[config.mk]
export PLATFORM = sky130hd
export DESIGN_NAME = sdram_arbiter
export DESIGN_NICKNAME = d
export VERILOG_FILES = /design/src/rtl/sdram_arbiter.sv
export SDC_FILE = /design/constraint.sdc
export NUM_CORES = 1
export LEC_CHECK = 0
export CAP_MARGIN = 10
export CORE_AREA = 10 10 102 104
export CTS_CLUSTER_SIZE = 30
export DETAILED_ROUTE_END_ITERATION = 12
export DIE_AREA = 0 0 112 114
export PLACE_DENSITY = 0.91
export SLEW_MARGIN = 0
export SYNTH_ARGS = -nofsm -noshare
export SYNTH_HDL_FRONTEND = slang
export SYNTH_SLANG_ARGS = --single-unit
[constraint.sdc]
create_clock -name clk -period 1.85 [get_ports clk]
set_input_delay 0.37 -clock clk [delete_from_list [all_inputs] [get_ports clk]]
set_output_delay 0.37 -clock clk [all_outputs]
set_load 0.02 [all_outputs]
[src/rtl/sdram_arbiter.sv]
// Two-port round-robin arbiter in front of one SDRAM controller slave, one transaction in flight.
// Define SDRAM_ARB_LOCK_EN to add a_lock/b_lock grant locking with a 16-grant cap.
module sdram_arbiter #(
  parameter int ADDR_W = 25,
  parameter int DATA_W = 16
) (
  input  logic                clk,
  input  logic                reset_n,
  input  logic [ADDR_W-1:0]   a_address,
  input  logic                a_read,
  input  logic                a_write,
  input  logic [DATA_W-1:0]   a_writedata,
  input  logic [DATA_W/8-1:0] a_byteenable,
  output logic                a_waitrequest,
  output logic [DATA_W-1:0]   a_readdata,
  output logic                a_readdatavalid,
`ifdef SDRAM_ARB_LOCK_EN
  input  logic                a_lock,
  input  logic                b_lock,
`endif
  input  logic [ADDR_W-1:0]   b_address,
  input  logic                b_read,
  input  logic                b_write,
  input  logic [DATA_W-1:0]   b_writedata,
  input  logic [DATA_W/8-1:0] b_byteenable,
  output logic                b_waitrequest,
  output logic [DATA_W-1:0]   b_readdata,
  output logic                b_readdatavalid,
  output logic [ADDR_W-1:0]   m_address,
  output logic                m_read,
  output logic                m_write,
  output logic [DATA_W-1:0]   m_writedata,
  output logic [DATA_W/8-1:0] m_byteenable,
  input  logic                m_waitrequest,
  input  logic [DATA_W-1:0]   m_readdata,
  input  logic                m_readdatavalid
);

  typedef enum logic [1:0] {
    IDLE   = 2'd0,
    ISSUE  = 2'd1,
    RDWAIT = 2'd2
  } state_t;

  localparam logic GNT_A = 1'b0;
  localparam logic GNT_B = 1'b1;

  state_t                state_q, state_d;
  logic                  last_grant_q, last_grant_d;
  logic                  is_write_q, is_write_d;
  logic                  abandon_q, abandon_d;
  logic [ADDR_W-1:0]     addr_q, addr_d;
  logic [DATA_W-1:0]     wdata_q, wdata_d;
  logic [DATA_W/8-1:0]   be_q, be_d;

  logic req_a, req_b, granted_req, winner;
  logic issue, rdwait;

  assign req_a       = a_read | a_write;
  assign req_b       = b_read | b_write;
  assign granted_req = (last_grant_q == GNT_B) ? req_b : req_a;

`ifdef SDRAM_ARB_LOCK_EN
  logic       lock_keep_q, lock_keep_d;
  logic [3:0] lock_cnt_q, lock_cnt_d;
  logic       granted_lock, keep_grant;

  assign granted_lock = (last_grant_q == GNT_B) ? b_lock : a_lock;
  // lock_cnt_q saturates at 15 on the 16th consecutive grant, which releases the lock
  assign keep_grant   = lock_keep_q && granted_req && (lock_cnt_q != 4'hF);
`endif

  always_comb begin : arbitrate
    if (req_a && req_b) begin
      winner = ~last_grant_q;
    end else begin
      winner = req_b;
    end
`ifdef SDRAM_ARB_LOCK_EN
    if (keep_grant) begin
      winner = last_grant_q;
    end
`endif
  end

  always_comb begin : next_state
    state_d      = state_q;
    last_grant_d = last_grant_q;
    is_write_d   = is_write_q;
    abandon_d    = abandon_q;
    addr_d       = addr_q;
    wdata_d      = wdata_q;
    be_d         = be_q;
`ifdef SDRAM_ARB_LOCK_EN
    lock_keep_d  = lock_keep_q;
    lock_cnt_d   = lock_cnt_q;
`endif
    case (state_q)
      IDLE: begin
        if (req_a || req_b) begin
          state_d      = ISSUE;
          last_grant_d = winner;
          is_write_d   = winner ? b_write : a_write;
          addr_d       = winner ? b_address : a_address;
          wdata_d      = winner ? b_writedata : a_writedata;
          be_d         = winner ? b_byteenable : a_byteenable;
          abandon_d    = 1'b0;
`ifdef SDRAM_ARB_LOCK_EN
          if (winner != last_grant_q) begin
            lock_cnt_d = 4'd0;
          end else if (lock_cnt_q != 4'hF) begin
            lock_cnt_d = lock_cnt_q + 4'd1;
          end
`endif
        end
      end
      ISSUE: begin
        // a requester dropping its strobe early still gets its command completed
        if (!granted_req) begin
          abandon_d = 1'b1;
        end
        if (!m_waitrequest) begin
          state_d = is_write_q ? IDLE : RDWAIT;
`ifdef SDRAM_ARB_LOCK_EN
          if (is_write_q) begin
            lock_keep_d = granted_lock;
          end
`endif
        end
      end
      RDWAIT: begin
        if (m_readdatavalid) begin
          state_d = IDLE;
`ifdef SDRAM_ARB_LOCK_EN
          lock_keep_d = granted_lock;
`endif
        end
      end
      default: state_d = IDLE;
    endcase
  end

  always_ff @(posedge clk) begin : state_reg
    if (!reset_n) begin
      state_q      <= IDLE;
      last_grant_q <= GNT_B;
      is_write_q   <= 1'b0;
      abandon_q    <= 1'b0;
      addr_q       <= '0;
      wdata_q      <= '0;
      be_q         <= '0;
`ifdef SDRAM_ARB_LOCK_EN
      lock_keep_q  <= 1'b0;
      lock_cnt_q   <= 4'd0;
`endif
    end else begin
      state_q      <= state_d;
      last_grant_q <= last_grant_d;
      is_write_q   <= is_write_d;
      abandon_q    <= abandon_d;
      addr_q       <= addr_d;
      wdata_q      <= wdata_d;
      be_q         <= be_d;
`ifdef SDRAM_ARB_LOCK_EN
      lock_keep_q  <= lock_keep_d;
      lock_cnt_q   <= lock_cnt_d;
`endif
    end
  end

  // Outputs are qualified by reset_n so they read idle during reset from the first cycle.
  always_comb begin : outputs
    issue           = reset_n && (state_q == ISSUE);
    rdwait          = reset_n && (state_q == RDWAIT);
    m_read          = issue && !is_write_q;
    m_write         = issue && is_write_q;
    m_address       = issue ? addr_q : '0;
    m_writedata     = issue ? wdata_q : '0;
    m_byteenable    = issue ? be_q : '0;
    a_waitrequest   = (issue && (last_grant_q == GNT_A)) ? m_waitrequest : 1'b1;
    b_waitrequest   = (issue && (last_grant_q == GNT_B)) ? m_waitrequest : 1'b1;
    a_readdata      = m_readdata;
    b_readdata      = m_readdata;
    a_readdatavalid = rdwait && !abandon_q && (last_grant_q == GNT_A) && m_readdatavalid;
    b_readdatavalid = rdwait && !abandon_q && (last_grant_q == GNT_B) && m_readdatavalid;
  end

endmodule

==> run_results.csv, run 1 <==
group,metric,value,unit
die,die_h,114,um
sta,holdWs,0.507,ns
sta,fin_crit,1.87,ns
critical_path,crit_path_start_kind,"register",
clocking,clock_latency,0.30,ns
routing,dr.pass1.iters,4,
cells_and_area,fillers,743,
die,row_count,34,
routing,ant_nets,0,
critical_path,worstPathArrival,1.50,ns
global_routing,antenna_found_initial,0,
die,initial_core_util,36.9,%
synth,synth_warnings,0,
sta,max_slew_margin,66.2,%
outcome,violations,"setup timing",
synth,synth-edff-count,0,
cells_and_area,fin_area,4690,um2
die,die-area,12800,um2
cells_and_area,fin_nets,547,
outcome,outcome,"finished, violations left",
sta,clock.fmax,534,MHz
synth,syn_inst,331,
critical_path,crit_chain,"nor3b_4 -> buf_6 -> buf_4 -> buf_8 -> and2_4 -> buf_6",
critical_path,max_stage_delay,0.34,ns
critical_path,crit_top_cell,"buf_6",
cells_and_area,area_delta_synth_final,50.1,%
routing,route.detailed.drc,0,
critical_path,slowest_stage,"dfxtp_2",
sta,setup_violations,8,
synth,syn_avg_cell_area,9.44,um2
hold_path,worstHoldPathType,"in2reg",
synth,syn-cell-area,3120,um2
sta,rsz0062_at_grt,"true",
clocking,clkTransAtPathRegs,0.09,ns
die,die_w,112,um
placement,routabilityCongestion,0.844,
sta,hold_viol,0,
synth,async_flop_share,0,%
clocking,cts_tree,"built",
sta,slew_violations,0,
synth,synth_nets,441,
global_routing,grt_max_degree,52,
synth,seq_area_frac_synth,30.8,%
critical_path,path_max_fanout,8,
clocking,cts_sinks,48,
global_routing,gr-total-overflow,0,
critical_path,crit_type,"reg2out",
die,fp.coreArea,8470,um2
cells_and_area,diodes,0,
flow_run,cap_violations,0,
critical_path,worstSetupEndpointType,"primary output",
clocking,cts_buffers,5,
cells_and_area,drive_gt1_share,29.7,%
clocking,cts_hold_buf,0,
clocking,clockBufferDepth,2,
critical_path,cp.required,1.48,ns
power,p_leak,1.88,nW
sta,setup_ws,-0.0228,ns
synth,synthFlopType,"dfxtp_1",
routing,drt_iter0_drc,91,
power,vdd_drop_max,299,uV
synth,synth_seq_cells,48,
routing,vias_per_cell,5.69,
placement,placed_cell_area,4560,um2
clocking,root_buffer,"clkbuf_8",
sta,worst_pin_slew,0.507,ns
die,io_pins,191,
placement,dp_hpwl,7.64,mm
sta,finClkSkew,0.0106,ns
routing,wl_per_cell,20.3,um
clocking,htreeDepth,2,
routing,totalWireLength,11.1,mm
global_routing,groute.usage.overall,15.5,%
placement,io_buffers,142,
global_routing,grt_pass1_wl,16.9,mm
sta,timing.final.crit_share,101,%
routing,num_vias,3105,
power,power.density,662,nW/um2
global_routing,grt_pass1_vias,3250,
synth,synthDistinctLibCells,36,
stage by stage:
| stage | util [%] | power [mW] | TNS (ns) | std cells | setup WS, ns |
|---|---|---|---|---|---|
| floorplan | - | 1.93 | 0 | 331 | 0.166 |
| global placement | 53.9 | 2.30 | -20.09 | 533 | -0.272 |
| detailed placement | 53.9 | 2.33 | -23.48 | 533 | -0.301 |
| CTS | 53.5 | 3.08 | -0.228 | 541 | -0.0347 |
| global route | 55.4 | 3.26 | -1.34 | 546 | -0.0931 |
| finish | 55.4 | 3.11 | -0.143 | 546 | -0.0228 |
synth_stat cells, types with 3 or more instances:
cell type | n | area (um2)
o221a_2 | 23 | 259
buf_2 | 10 | 50.1
nor2_1 | 4 | 15.0
a21boi_0 | 43 | 323
clkbuf_1 | 29 | 109
or2_1 | 3 | 18.8
and2_1 | 45 | 282
dfxtp_1 | 48 | 961
o221a_1 | 19 | 214
buf_4 | 33 | 248
a311o_1 | 42 | 420
inv_1 | 4 | 15.0
buf_6 | 3 | 33.8
kinds of logic (layout without fill, tap and decap cells):
kind of cell	Yosys count	in the layout	share of synthesized area (%)
DFF	48	48	30.8
AOI/OAI and AO/OA	138	138	41.7
and+or+nand+nor	66	66	13.0
buffers and inverters	79	186	14.6
worst max-delay path, delay by kind of cell, from the launching register on:
kind	cells	cell delay, ns
buffers and inverters	4	0.50
AND/OR/NAND/NOR	2	0.37
flip-flops	1	0.34
final cells by class:
type | instances | area [um2] | share of cell area, %
inverters | 4 | 15.0 | 0.320
flip-flops and latches | 48 | 963 | 20.5
multi-input cells | 204 | 1770 | 37.6
repair buffers | 174 | 1700 | 36.3
clock inverters | 2 | 35.0 | 0.747
well taps | 108 | 135 | 2.88
clock buffers | 6 | 72.6 | 1.55
flip-flops by register name, indices dropped and copies added, names as in the netlist:
register and flops:
addr_q 25, wdata_q 16, abandon_q 1, state_q 2, last_grant_q 1, is_write_q 1, be_q 2
per-layer routing:
layer  GRT usage (%)  share of wire, %  vias to the layer above
li1                -                 -                     1463
met4            3.55               1.5                        0
met1            18.2                42                     1506
met2            26.7                48                      121
met5               0                 0                        -
met3            5.14               8.2                       15
report_power, final:
group	switching (mW)	total [mW]	internal, mW	leakage, nW
sequential	0.0701	1.24	1.17	0.400
combinational	0.480	1.11	0.626	1.42
clock	0.363	0.765	0.402	0.0552
what timing repair did:
action / in CTS / in global routing
setup buffers: 0 / 2
resized for setup: 183 / 72
gates cloned: 0 / 3
pin swaps: 0 / 7
endpoints found under the hold margin: 0 / 0
endpoints found under the setup margin: 49 / 74
cell usage in the layout, fill, tap and decap left out, types with 2 or more instances in the layout:
| cell | n |
|---|---|
| nand3_1 | 2 |
| inv_1 | 4 |
| clkbuf_8 | 5 |
| and2_1 | 36 |
| buf_12 | 8 |
| and2_4 | 9 |
| nor2_1 | 4 |
| o221a_1 | 19 |
| buf_4 | 44 |
| buf_2 | 6 |
| a311o_1 | 42 |
| o221a_2 | 23 |
| buf_6 | 13 |
| clkdlybuf4s50_1 | 92 |
| dfxtp_2 | 2 |
| or2_4 | 2 |
| clkbuf_2 | 2 |
| clkdlybuf4s15_2 | 8 |
| a21boi_0 | 43 |
| dfxtp_1 | 46 |
worst paths after layout:
check / start / endpoint / slack (ns) / cells past startpoint
worst max-delay path: state_q[1] / m_writedata[13] / -0.02 / 6
worst min register to register: addr_q[14] / addr_q[14] / 0.53 / 1
worst max register to register: state_q[0] / wdata_q[5] / 0.17 / 5
worst min-delay path: reset_n / is_write_q / 0.51 / 4
No activity file was read; power rests on OpenSTA's default activity.
==> inputs of run 2 (changes only) <==
--- a/config.mk
+++ b/config.mk
@@ -5,11 +5,12 @@
 export SDC_FILE = /design/constraint.sdc
 export NUM_CORES = 1
 export LEC_CHECK = 0
+export ABC_AREA = 0
 export CAP_MARGIN = 10
-export CORE_AREA = 10 10 102 104
+export CORE_AREA = 2 2 94 96
 export CTS_CLUSTER_SIZE = 30
 export DETAILED_ROUTE_END_ITERATION = 12
-export DIE_AREA = 0 0 112 114
+export DIE_AREA = 0 0 96 98
 export PLACE_DENSITY = 0.91
 export SLEW_MARGIN = 0
 export SYNTH_ARGS = -nofsm -noshare
==> run_results.csv, run 2 (synthesis gave the netlist of run 1 again) <==
group,metric,value,unit
outcome,outcome,"finished, final reports clean",
routing,dr.pass1.iters,4,
critical_path,worstSetupEndpointType,"primary output",
flow_run,cap_violations,0,
die,die-area,9410,um2
clocking,htreeDepth,2,
critical_path,crit_chain,"nor3b_4 -> buf_6 -> buf_8 -> buf_6 -> and2_4 -> buf_6",
routing,wl_per_cell,17.8,um
cells_and_area,diodes,0,
sta,setup_violations,0,
global_routing,grt_max_degree,49,
cells_and_area,drive_gt1_share,32.2,%
critical_path,worstPathArrival,1.48,ns
sta,fin_crit,1.85,ns
die,row_count,34,
sta,slew_violations,0,
power,power_frac_seq,41.2,%
critical_path,max_stage_delay,0.34,ns
clocking,clockBufferDepth,2,
clocking,clkTransAtPathRegs,0.09,ns
global_routing,grt_pass1_wl,14.8,mm
clocking,cts_tree,"built",
cells_and_area,layout_commonest_cell,"clkdlybuf4s50_1",
routing,vias_per_cell,5.73,
cells_and_area,fin_area,4710,um2
global_routing,antenna_found_initial,0,
routing,ant_nets,0,
power,intPower,2.13,mW
placement,io_buffers,142,
cells_and_area,regMostFlops,"addr_q",
sta,clock.fmax,542,MHz
clocking,root_buffer,"clkbuf_8",
sta,timing.final.crit_share,99.8,%
sta,hold_viol,0,
cells_and_area,final_cell_mix,"92 x clkdlybuf4s50_1, 46 x dfxtp_1, 43 x a21boi_0",
global_routing,grt_pass1_vias,3113,
clocking,cts_hold_buf,0,
global_routing,groute.usage.overall,19.5,%
clocking,clock_latency,0.29,ns
critical_path,cp.required,1.48,ns
cells_and_area,fillers,739,
sta,worst_pin_slew,0.507,ns
global_routing,gr-total-overflow,0,
cells_and_area,fin_nets,548,
cells_and_area,top_regs,"addr_q: 25 flops, wdata_q: 16 flops",
clocking,cts_buffers,5,
die,die_w,96,um
power,power.density,640,nW/um2
routing,totalWireLength,9.73,mm
sta,max_slew_margin,66.2,%
hold_path,worstHoldPathType,"in2reg",
routing,num_vias,3127,
placement,dp_slack,-0.303,ns
placement,placed_cell_area,4560,um2
critical_path,crit_path_start_kind,"register",
critical_path,crit_type,"reg2out",
critical_path,slowest_stage,"dfxtp_2",
sta,setup_ws,0.00394,ns
die,die_h,98,um
clocking,cts_sinks,48,
critical_path,crit_top_cell,"buf_6",
cells_and_area,largest_register_ffs,25,
routing,route.detailed.drc,0,
critical_path,path_max_fanout,7,
placement,routabilityCongestion,0.771,
power,combPwrFrac,36.5,%
power,vdd_drop_max,284,uV
power,switching_share,29.5,%
sta,finClkSkew,0.00363,ns
power,power.switching,0.889,mW
placement,dp_hpwl,6.66,mm
routing,drt_iter0_drc,134,
sta,rsz0062_at_grt,"true",
power,p_clk_share,22.3,%
power,p_leak,1.91,nW
die,io_pins,191,
cells_and_area,area_delta_synth_final,50.7,%
die,fp.coreArea,8470,um2
die,initial_core_util,36.9,%
## run 2: cell count changes in the layout (fill, tap and decap cells not counted), moves of 2 or more
cell / previous run / this run
clkbuf_8: 5 / 7
buf_2: 6 / 15
and2_4: 9 / 19
buf_6: 13 / 26
or2_4: 2 / 0
clkdlybuf4s15_2: 8 / 0
and2_1: 36 / 26
buf_4: 44 / 30
or2_2: 0 / 2
## run 2: layout make-up
type / instances / area [um2] / area share (%)
multi-input combinational: 204 / 1790 / 37.9
timing repair buffer: 175 / 1710 / 36.4
sequential: 48 / 963 / 20.5
tap: 108 / 135 / 2.87
clock buffer: 7 / 96.3 / 2.05
inverter: 4 / 15.0 / 0.319
## run 2: worst paths after layout
check,from,end,slack (ns),cells after the start
worst min register to register,is_write_q,is_write_q,0.52,2
worst max-delay path,state_q[1],m_address[24],0.004,6
worst min-delay path,reset_n,is_write_q,0.52,4
worst max register to register,state_q[0],wdata_q[1],0.19,5
## run 2: metrics by stage
step	util (%)	power, mW	std cells	hold WS, ns	TNS, ns
floorplan	-	1.93	331	0.462	0
global placement	53.9	2.28	533	0.494	-17.36
detailed placement	53.9	2.32	533	0.503	-20.90
CTS	54.0	3.02	548	0.488	-0.0979
global route	55.6	3.16	546	0.517	-1.42
finish	55.6	3.02	546	0.518	0
## run 2: per-layer routing
| layer | vias up | global-route usage (%) | wire length [um] |
|---|---|---|---|
| met5 | - | 0 | 0 |
| met4 | 0 | 5.93 | 200 |
| met3 | 20 | 3.70 | 765 |
| met2 | 130 | 34.1 | 4790 |
| met1 | 1517 | 23.7 | 3970 |
| li1 | 1460 | - | - |
## run 2: power groups by stage
stage | Combinational, mW | Sequential (mW) | Clock, mW
6_report | 1.10 | 1.24 | 0.674
5_1_grt | 1.18 | 1.26 | 0.726
4_1_cts | 1.07 | 1.24 | 0.714
3_5_place_dp | 1.06 | 1.26 | 0
3_3_place_gp | 1.03 | 1.25 | 0
2_1_floorplan | 0.693 | 1.23 | 0
## run 2: worst max-delay path: cells and delay by family, from the launching register on
family        cells  cell delay [ns]
flops             1             0.34
buf+inv           4             0.46
simple gates      2             0.37
## run 2: repair_timing
action / in CTS / in global routing
endpoints found under the setup margin: 49 / 49
resized for setup: 220 / 64
gates cloned: 2 / 0
setup buffers: 6 / 1
pin swaps: 2 / 3
==> inputs of run 3 (changes only) <==
--- a/config.mk
+++ b/config.mk
@@ -12,6 +12,7 @@
 export DETAILED_ROUTE_END_ITERATION = 12
 export DIE_AREA = 0 0 96 98
 export PLACE_DENSITY = 0.91
+export SETUP_SLACK_MARGIN = 0.3
 export SLEW_MARGIN = 0
 export SYNTH_ARGS = -nofsm -noshare
 export SYNTH_HDL_FRONTEND = slang
==> run_results.csv, run 3 (synthesis gave the netlist of run 1 again) <==
group,metric,value,unit
critical_path,path_max_fanout,6,
sta,hold_viol,0,
placement,placed_cell_area,4570,um2
die,row_count,34,
cells_and_area,fin_nets,565,
routing,totalWireLength,11.9,mm
sta,setup_violations,17,
routing,ant_nets,0,
cells_and_area,top_regs,"addr_q: 25 flops, wdata_q: 16 flops",
sta,timing.final.crit_share,103,%
cells_and_area,diodes,0,
power,power.density,613,nW/um2
die,die_h,98,um
cells_and_area,layout_commonest_cell,"clkdlybuf4s50_1",
clocking,cts_tree,"built",
routing,dr.pass1.iters,5,
critical_path,crit_type,"reg2out",
hold_path,hold_start,"reset_n",
clocking,clock_latency,0.30,ns
die,initial_core_util,36.9,%
clocking,cts_buffers,5,
die,die_w,96,um
global_routing,gr-total-overflow,0,
die,fp.coreArea,8470,um2
clocking,root_buffer,"clkbuf_8",
critical_path,crit_path_start_kind,"register",
routing,wl_met3,940,um
critical_path,rr_startpoint,"state_q[0]",
power,vdd_drop_max,370,uV
sta,max_slew_margin,60.1,%
routing,wl_per_cell,21.1,um
cells_and_area,largest_register_ffs,25,
cells_and_area,regMostFlops,"addr_q",
critical_path,worstSetupEndpointType,"primary output",
critical_path,crit_start,"state_q[1]",
cells_and_area,fin_area,5560,um2
die,io_pins,191,
global_routing,grt_pass1_wl,17.3,mm
outcome,violations,"setup timing",
flow_run,cap_violations,0,
global_routing,groute.usage.overall,23.5,%
sta,worst_pin_slew,0.599,ns
critical_path,worstPathArrival,1.53,ns
placement,dp_slack,-0.327,ns
power,p_leak,2.28,nW
placement,routabilityCongestion,0.750,
clocking,cts_sinks,48,
global_routing,antenna_found_initial,0,
clocking,cts_hold_buf,0,
clocking,htreeDepth,2,
sta,fin_crit,1.90,ns
routing,wl_met1,4.78,mm
sta,tns,-0.454,ns
global_routing,grt_pass1_vias,3353,
sta,setup_ws,-0.0530,ns
global_routing,grt_max_degree,50,
outcome,outcome,"finished, violations left",
placement,io_buffers,142,
routing,top_layer,"met4",
routing,drt_iter0_drc,106,
routing,num_vias,3291,
hold_path,worstHoldPathType,"in2reg",
sta,clock.fmax,525,MHz
cells_and_area,final_cell_mix,"88 x clkdlybuf4s50_1, 55 x buf_6, 46 x dfxtp_1",
cells_and_area,drive_gt1_share,41.5,%
die,die-area,9410,um2
sta,rsz0062_at_grt,"true",
routing,routed-wl-met2,5.94,mm
routing,vias_per_cell,5.85,
cells_and_area,area_delta_synth_final,78.1,%
clocking,clkTransAtPathRegs,0.09,ns
clocking,clockBufferDepth,2,
cells_and_area,fillers,610,
routing,route.detailed.drc,0,
sta,slew_violations,0,
sta,finClkSkew,0.00240,ns
placement,dp_hpwl,6.37,mm
critical_path,cp.required,1.48,ns
[run 3: worst paths after layout]
| kind | slack, ns | endpoint | cells after the start |
|---|---|---|---|
| hold / removal | 0.49 | is_write_q | 4 |
| setup reg to reg | 0.10 | addr_q[17] | 6 |
| setup / recovery | -0.05 | m_read | 6 |
| hold reg to reg | 0.54 | wdata_q[8] | 1 |
[run 3: routing by layer]
layer	track usage [%]	up-vias
li1	-	1516
met1	27.5	1577
met2	40.8	171
met3	5.40	27
met4	8.90	0
met5	0	-
[run 3: timing repair]
item / 4_1_cts / 5_1_grt
gates resized for setup: 378 / 13
cloned: 9 / 7
pin swaps: 30 / 32
setup endpoints to repair: 94 / 94
buffers inserted: 11 / 1
[run 3: area by class of cell]
type                            instances  area (um2)  share of cell area (%)
Sequential cell                        48         963                    17.3
Inverter                                4        15.0                   0.270
Tap cell                              108         135                    2.43
Multi-Input combinational cell        204        2040                    36.7
Clock inverter                          1        5.00                  0.0900
Timing Repair Buffer                  192        2330                    41.9
Clock buffer                            6        72.6                    1.30
[run 3: power by group]
part,total (mW),leakage [nW],switching (mW),internal [mW]
Clock,0.609,0.0410,0.351,0.258
Sequential,1.26,0.400,0.0949,1.17
Combinational,1.54,1.84,0.613,0.928
[run 3: through the flow]
step | hold slack [ns] | cells | power (mW) | util [%]
after detailed placement | 0.496 | 528 | 2.31 | 54.0
after global placement | 0.486 | 528 | 2.28 | 54.0
after floorplan | 0.462 | 331 | 1.93 | -
final | 0.487 | 563 | 3.41 | 65.7
after global routing | 0.502 | 563 | 3.55 | 65.7
after CTS | 0.480 | 555 | 3.30 | 63.3
[run 3: critical path: stages, from the launching register on]
cell	delay, ns
dfxtp_2	0.34
nor3b_4	0.23
buf_6	0.16
buf_12	0.11
clkbuf_16	0.14
and2_4	0.14
buf_6	0.11
